## src/rtl/alu_seq.sv

```systemverilog
// Sequential ALU with valid/ready handshakes on operation and result, registered outputs.
// Define ALU_MUL_EN to compile in the iterative shift-add multiplier for opcode 9.
module alu_seq #(
  parameter int DW  = 16,
  parameter int SHW = 4
) (
  input  logic          clk,
  input  logic          rst_n,
  input  logic          i_op_valid,
  output logic          o_op_ready,
  input  logic [3:0]    i_op_sel,
  input  logic [DW-1:0] i_perand0,
  input  logic [DW-1:0] i_perand1,
  input  logic [DW-1:0] i_direct_addr,
  input  logic [DW-1:0] i_program_addr,
  output logic          o_result_valid,
  input  logic          i_result_ready,
  output logic [DW-1:0] o_alu_output,
  output logic          o_err
);

  typedef enum logic [3:0] {
    OP_ADD  = 4'd0,
    OP_SUB  = 4'd1,
    OP_AND  = 4'd2,
    OP_OR   = 4'd3,
    OP_XOR  = 4'd4,
    OP_SHL  = 4'd5,
    OP_SHR  = 4'd6,
    OP_CMP  = 4'd7,
    OP_JMPC = 4'd8,
    OP_MUL  = 4'd9
  } op_e;

  typedef enum logic [1:0] {
    ST_IDLE = 2'd0,
`ifdef ALU_MUL_EN
    ST_MUL  = 2'd1,
`endif
    ST_DONE = 2'd2
  } state_e;

  state_e        state_q, state_d;
  logic          fire;
  logic          is_mul;
  logic [DW-1:0] single_res;
  logic          single_err;
  logic [DW-1:0] res_q;
  logic          err_q;
  logic          valid_q;

  assign fire = i_op_valid && o_op_ready;

`ifdef ALU_MUL_EN
  localparam int CNT_W = SHW + 1;

  logic [DW-1:0]    acc_q, mcand_q, mplr_q;
  logic [CNT_W-1:0] cnt_q;
  logic [DW-1:0]    acc_step;
  logic             mul_last;

  assign is_mul   = (i_op_sel == OP_MUL);
  assign acc_step = acc_q + (mplr_q[0] ? mcand_q : '0);
  assign mul_last = (cnt_q == CNT_W'(DW - 1));
`else
  assign is_mul = 1'b0;
`endif

  // Single-cycle result from the live operands; only sampled on a fire.
  always_comb begin
    // NOTE: every output of this block gets a default first so no latch is inferred.
    single_res = '0;
    single_err = 1'b0;
    case (i_op_sel)
      OP_ADD:  single_res = i_perand0 + i_perand1;
      OP_SUB:  single_res = i_perand0 - i_perand1;
      OP_AND:  single_res = i_perand0 & i_perand1;
      OP_OR:   single_res = i_perand0 | i_perand1;
      OP_XOR:  single_res = i_perand0 ^ i_perand1;
      OP_SHL:  single_res = i_perand0 << i_perand1[SHW-1:0];
      OP_SHR:  single_res = i_perand0 >> i_perand1[SHW-1:0];
      OP_CMP:  single_res = {{(DW-3){1'b0}}, (i_perand0 > i_perand1),
                             (i_perand0 < i_perand1), (i_perand0 == i_perand1)};
      OP_JMPC: single_res = (i_perand0 != i_perand1) ? i_direct_addr
                                                     : i_program_addr + DW'(1);
      default: single_err = 1'b1;
    endcase
  end

  // State register; valid is registered from the next state so it is flop-driven.
  always_ff @(posedge clk or negedge rst_n) begin
    if (!rst_n) begin
      state_q <= ST_IDLE;
      valid_q <= 1'b0;
    end else begin
      // NOTE: sequential state uses non-blocking assignments so all flops update together.
      state_q <= state_d;
      valid_q <= (state_d == ST_DONE);
    end
  end

  always_comb begin
    state_d = state_q;
    case (state_q)
      ST_IDLE: begin
        if (fire) state_d = is_mul ? state_e'(2'd1) : ST_DONE;
      end
`ifdef ALU_MUL_EN
      ST_MUL: begin
        if (mul_last) state_d = ST_DONE;
      end
`endif
      ST_DONE: begin
        if (fire)                state_d = is_mul ? state_e'(2'd1) : ST_DONE;
        else if (i_result_ready) state_d = ST_IDLE;
      end
      default: state_d = ST_IDLE;
    endcase
  end

  // In DONE the block can take a new op exactly when the held result is being accepted.
  always_comb begin
    o_op_ready = 1'b0;
    case (state_q)
      ST_IDLE: o_op_ready = 1'b1;
      ST_DONE: o_op_ready = i_result_ready;
      default: o_op_ready = 1'b0;
    endcase
  end

  always_ff @(posedge clk or negedge rst_n) begin
    if (!rst_n) begin
      // NOTE: datapath registers are reset too, so an aborted multiply leaves nothing behind.
      res_q   <= '0;
      err_q   <= 1'b0;
`ifdef ALU_MUL_EN
      acc_q   <= '0;
      mcand_q <= '0;
      mplr_q  <= '0;
      cnt_q   <= '0;
`endif
    end else begin
      if (fire && !is_mul) begin
        res_q <= single_res;
        err_q <= single_err;
      end
`ifdef ALU_MUL_EN
      if (fire && is_mul) begin
        acc_q   <= '0;
        mcand_q <= i_perand0;
        mplr_q  <= i_perand1;
        cnt_q   <= '0;
      end else if (state_q == ST_MUL) begin
        acc_q   <= acc_step;
        mcand_q <= mcand_q << 1;
        mplr_q  <= mplr_q >> 1;
        cnt_q   <= cnt_q + CNT_W'(1);
        if (mul_last) begin
          res_q <= acc_step;
          err_q <= 1'b0;
        end
      end
`endif
    end
  end

  assign o_result_valid = valid_q;
  assign o_alu_output   = res_q;
  assign o_err          = err_q;

endmodule

```

## config.mk

```make
export PLATFORM = sky130hd
export DESIGN_NAME = alu_seq
export DESIGN_NICKNAME = d
export VERILOG_FILES = /design/src/rtl/alu_seq.sv
export SDC_FILE = /design/constraint.sdc
export NUM_CORES = 1
export LEC_CHECK = 0
export ABC_AREA = 1
export CAP_MARGIN = 20
export CORE_ASPECT_RATIO = 0.8
export CORE_MARGIN = 2
export CORE_UTILIZATION = 40
export CTS_CLUSTER_DIAMETER = 60
export CTS_CLUSTER_SIZE = 10
export DETAILED_ROUTE_END_ITERATION = 16
export PLACE_DENSITY = 0.73
export SLEW_MARGIN = 20
export SYNTH_ARGS = -nofsm -noshare
export SYNTH_HDL_FRONTEND = slang
export SYNTH_SLANG_ARGS = --single-unit
```

## constraint.sdc

```tcl
create_clock -name clk -period 1.4 [get_ports clk]
set_input_delay 0.28 -clock clk [delete_from_list [all_inputs] [get_ports clk]]
set_output_delay 0.28 -clock clk [all_outputs]
set_load 0.05 [all_outputs]
```

* Word level (Yosys, flattened, before mapping)
Cells that the tools add are included.
** Word-level totals
- Output and inout port bits :: 19
- Logic and storage cells :: 38
- Flip-flop bits (word level) :: 20
- Memory bits (read-only) :: 0
- Bits in latches :: 0
- Memories :: 0
- Bits of input ports :: 72
- Memory bits (writable) :: 0
** Operators by class
- Mux-type cells :: 8
- Multiply operators :: 0
- Shift operators :: 2
- Reduce and logical (&&, ||, !) cells :: 4
- Eq/ne operators :: 12
- Add/sub/neg operators :: 3
- Magnitude comparators :: 2
- Div/mod/pow operators :: 0
- Bitwise operators :: 3
** Operators by type and width (count)
- $pmux W16 S9 :: 1
- $add A16 B1 Y16 const B :: 1
- $add A16 B16 Y16 :: 1
- $and A16 B16 Y16 :: 1
- $eq A16 B16 Y1 :: 1
- $eq A4 B3 Y1 const B :: 4
- $gt A16 B16 Y1 :: 1
- $lt A16 B16 Y1 :: 1
- $mux W16 :: 1
- $ne A16 B16 Y1 :: 1
- $or A16 B16 Y16 :: 1
- $shl A16 B4 Y16 :: 1
- $shr A16 B4 Y16 :: 1
- $sub A16 B16 Y16 :: 1
- $xor A16 B16 Y16 :: 1
- $reduce_or A9 Y1 :: 1
- $eq A4 B2 Y1 const B :: 2
- $mux W2 :: 3
- $eq A2 B2 Y1 const B :: 2
- $eq A4 B1 Y1 const B :: 1
- $eq A4 B4 Y1 const B :: 1
- $logic_not A4 Y1 :: 1
- $pmux W2 S2 :: 1
- $logic_not A2 Y1 :: 1
- other kinds (3) :: 3

* Longest topological paths before layout
Gate-level depths: netlist of run 1.
- Depth after elaboration :: 6
- Gate-level depth with buffers :: 18
- Mapped depth without buffers :: 16

* Worst setup path after synthesis of run 1
No wires, ideal clock.
- Path kind :: input port to flip-flop
- Start :: in i_perand1[2]
- End :: reg res_q[13] (netlist: o_alu_output[13])
- Library setup time :: 0.118 ns
- Path buffers :: 4
- Stages on the path :: 18
- Data required time :: 1.282 ns
- Path slack :: -0.881 ns
- Arrival :: 2.164 ns
- Cell sequence :: inv_1 buf_2 buf_1 ha_1 buf_2 nor2_2 nand2_1 inv_1 nand2_2 nor2_8 buf_6 nand3_1 nand2_1 inv_1 nor2_1 nand3_1 nand2_1 nand2_1
** On the way
- Cells in the longest elaborated chain, start to end :: 3
- Elaborated cells on any way between the ends :: 7
- Those cells by class :: 2 x add/sub; 1 x eq/ne; 2 x shift; 2 x mux
** RTL lines
- start: declaration :: line 13 : input logic [DW-1:0] i_perand1,
- parallel branches: the longest is 2 deep, another holds $sub A16 B16 Y16
- $pmux W16 S9 (*) :: line 74 : case (i_op_sel)
- end signal: assignment :: line 144 : res_q <= single_res;
- end: declaration :: line 48 : logic [DW-1:0] res_q;
Every way passes the cells marked *.
A chain may end at the register's enable or synchronous reset.

* Final worst setup path of run 1
- Start :: in i_perand1[0]
- End :: reg res_q[6] (netlist: o_alu_output[6])
Same word-level chain as after synthesis.

==> out/metrics.yaml, run 1 <==
switching_share_pct: 45.57
r2r_slack_ns: 0.17
rows: 38
h-tree-depth: 1
cts_tree: "done"
yosysSeqAreaShare_pct: 8.893
syn_area_um2: 5628
drt_iter0_drc: 779
power_frac_clock_pct: 12.7
yosysWarnings: 0
synth.distinct_cells: 41
postCtsHoldBufs: 0
grt_pass1_wl_um: 41700
synthTopCellsByArea: "nand2_1 (24%), nand3_1 (15%), ha_1 (11%)"
syn_to_final_growth_pct: 74.54
seq_power_share_pct: 14.8
clk_latency_ns: 0.25
crit_buf_inv: 4
fin_crit_ns: 1.776
most-common-layout-cells: "nand2_1 (305), buf_4 (209), nand3_1 (145)"
wirelength_um: 26610
coreArea_um2: 13650
intPower_mw: 2.792
hp-class: "input port to asynchronous set/reset pin"
grt.overflow.total: 0
leakage_nw: 5.065
cap_viol_max_count: 0
synth_top_area_cell: "nand2_1"
io_pins: 91
r2r_cells: 6
slew_viol_final: 0
arrival_ns: 1.96
critPathMaxFanout: 4
vias: 8210
fin_nets: 1493
port_buffers: 90
worstSetupPathType: "input port to flop"
grt_pass1_vias: 7981
fin_crit_sh_pct: 126.9
crit_top_cell: "nand2_1"
firstDrtPassIters: 5
path_cells: "buf_8 -> buf_6 -> ha_4 -> fa_2 -> buf_4 -> nand2_1 -> nand2_2 -> a21oi_1 -> o21ai_1 -> o21ai_1 -> inv_1 -> nand2_1 -> nand2_1 -> nand2_1"
report.final.hold_viol_count: 0
drc_errors: 0
clk_pin_slew_ns: 0.06
synth.top_cell.area_share_pct: 24.01
vias_per_cell: 5.304
p_switching_mw: 2.337
cp_top_family: "adder cells"
fp.dieH_um: 110.1
start_kind: "input port"
routabilityCongestion: 1.006
pwr-share-comb_pct: 72.5
wire_per_inst_um: 17.19
die_width_um: 136.6
grt_max_degree: 38
setup_viol: 16
grt_usage_pct: 35.96
final_common_cell: "nand2_1"
critPathRequiredTime_ns: 1.59
ys_ff_latch: 20
cts_max_path_buffers: 2
antenna_found_initial: 0
fmax_mhz: 563.1
cts_root_buffer: "clkbuf_16"
avgSynthCellArea_um2: 5.289
cp-end-kind: "flop"
dpl_cell_area_um2: 8422
synth_cells: 1064
clock_sinks: 20
peakVddDrop_uv: 559.7
die-area_um2: 15040
worst_slack_ns: -0.3759
r2r-end: "o_err$_DFFE_PN0P_"
hpwlAfterDp_um: 21360
slowest_delay_ns: 0.40
drive_gt1_share_pct: 40.35
pre_cts_slack_ns: -1.301
rsz0062_at_grt: "true"
final_cell_count_no_fill: 1548
rr_startpoint: "state_q[1]$_DFF_PN0_"
violations: "negative setup slack"
cp_slowest_cell: "fa_2"
post-place-cells: 1509
p_per_area_nw_per_um2: 522.1
ant_nets: 0
cts_made_buffers: 3
design_area_um2: 9823
start_util_pct: 41.24
synth_nets: 1188
skew_ns: 0.004363
outcome: "complete, but fails checks"
diodes: 0
cells in the mapped netlist, drive strengths merged:
cell / n
a21oi: 39
a22oi: 1
and2: 5
buf: 33
clkbuf: 7
clkinv: 1
conb: 1
dfrtp: 20
fa: 2
ha: 50
inv: 140
nand2: 365
nand3: 172
nand3b: 4
nand4: 22
nor2: 120
nor3: 8
o211ai: 9
o21ai: 45
o21bai: 2
o22ai: 5
o31ai: 1
or2: 4
xnor2: 4
xor2: 4
worst reg2reg max path, delay by kind of cell, from the launching register on:
kind	cells	cell delay, ns
DFF	1	0.35
AOI/OAI and AO/OA	1	0.20
and+or+nand+nor	3	0.32
buffers and inverters	2	0.27
final cells by class:
type | instances | area (µm²)
Clock buffer | 4 | 88.84
Fill cell | 1186 | 3822
Inverter | 141 | 580.6
Multi-Input combinational cell | 865 | 5283
Sequential cell | 20 | 500.5
Tap cell | 180 | 225.2
Timing Repair Buffer | 338 | 3146
power by group through the flow:
stage | clock network [mW] | logic, mW | registers [mW]
2_1_floorplan | 0 | 1.27 | 0.999
3_3_place_gp | 0 | 3.12 | 0.767
3_5_place_dp | 0 | 3.13 | 0.765
4_1_cts | 0.654 | 3.57 | 0.757
5_1_grt | 0.681 | 3.98 | 0.768
6_report | 0.652 | 3.72 | 0.760
how the worst max path moves through the flow:
stage / slack, ns / depth (start not counted) / startpoint / end
final: -0.38 / 14 / i_perand1[0] / o_alu_output[6]$_DFFE_PN0P_
after global routing: -0.48 / 13 / i_program_addr[4] / o_alu_output[12]$_DFFE_PN0P_
after CTS: -0.36 / 12 / i_perand1[0] / o_alu_output[2]$_DFFE_PN0P_
after detailed placement: -1.30 / 15 / i_perand1[4] / o_alu_output[13]$_DFFE_PN0P_
after global placement: -1.28 / 15 / i_perand1[4] / o_alu_output[13]$_DFFE_PN0P_
after floorplan: -0.56 / 18 / i_perand1[1] / o_alu_output[13]$_DFFE_PN0P_
flip-flops by register name, indices dropped and copies added, names as in the netlist:
| name | cells |
|---|---|
| o_alu_output | 16 |
| state_q | 2 |
| o_err | 1 |
| o_result_valid | 1 |
per-layer routing:
metal | track usage [%] | up-vias | wire, µm
li1 | - | 4020 | -
met1 | 50.28 | 3691 | 11900
met2 | 56.32 | 449 | 11220
met3 | 5.716 | 50 | 2539
met4 | 11.98 | 0 | 950
met5 | 0 | - | 0
cell families after synthesis:
group	share of synthesized area [%]
buffers and inverters	14.27
AND/OR/NAND/NOR	53.85
other	0.06663
adder cells (fa/ha/maj)	11.83
XOR/XNOR	1.245
flip-flops	8.893
AO/OA/AOI/OAI	9.849
stage by stage:
| stage | hold WS (ns) | power, mW | setup TNS [ns] | util (%) |
|---|---|---|---|---|
| after floorplan | -0.01559 | 2.273 | -7.702 | - |
| after global placement | 0.4914 | 3.885 | -19.58 | 61.72 |
| after detailed placement | 0.5116 | 3.891 | -20.00 | 61.72 |
| after CTS | 0.3786 | 4.980 | -4.405 | 70.43 |
| after global routing | 0.4046 | 5.425 | -6.457 | 71.99 |
| final | 0.3690 | 5.129 | -5.047 | 71.99 |
repair_timing:
action	CTS	global route
setup buffers	34	2
pin swaps	127	48
resized for setup	435	59
gates cloned	2	0
endpoints found under the setup margin	18	16
hold endpoints to repair	0	0
No activity file was read; power rests on OpenSTA's default activity.
==> inputs of run 2 (changes only) <==
- CAP_MARGIN: 20 -> 5
==> results of run 2 <==
The final DEF is identical to that of run 1; final timing and power are the same.
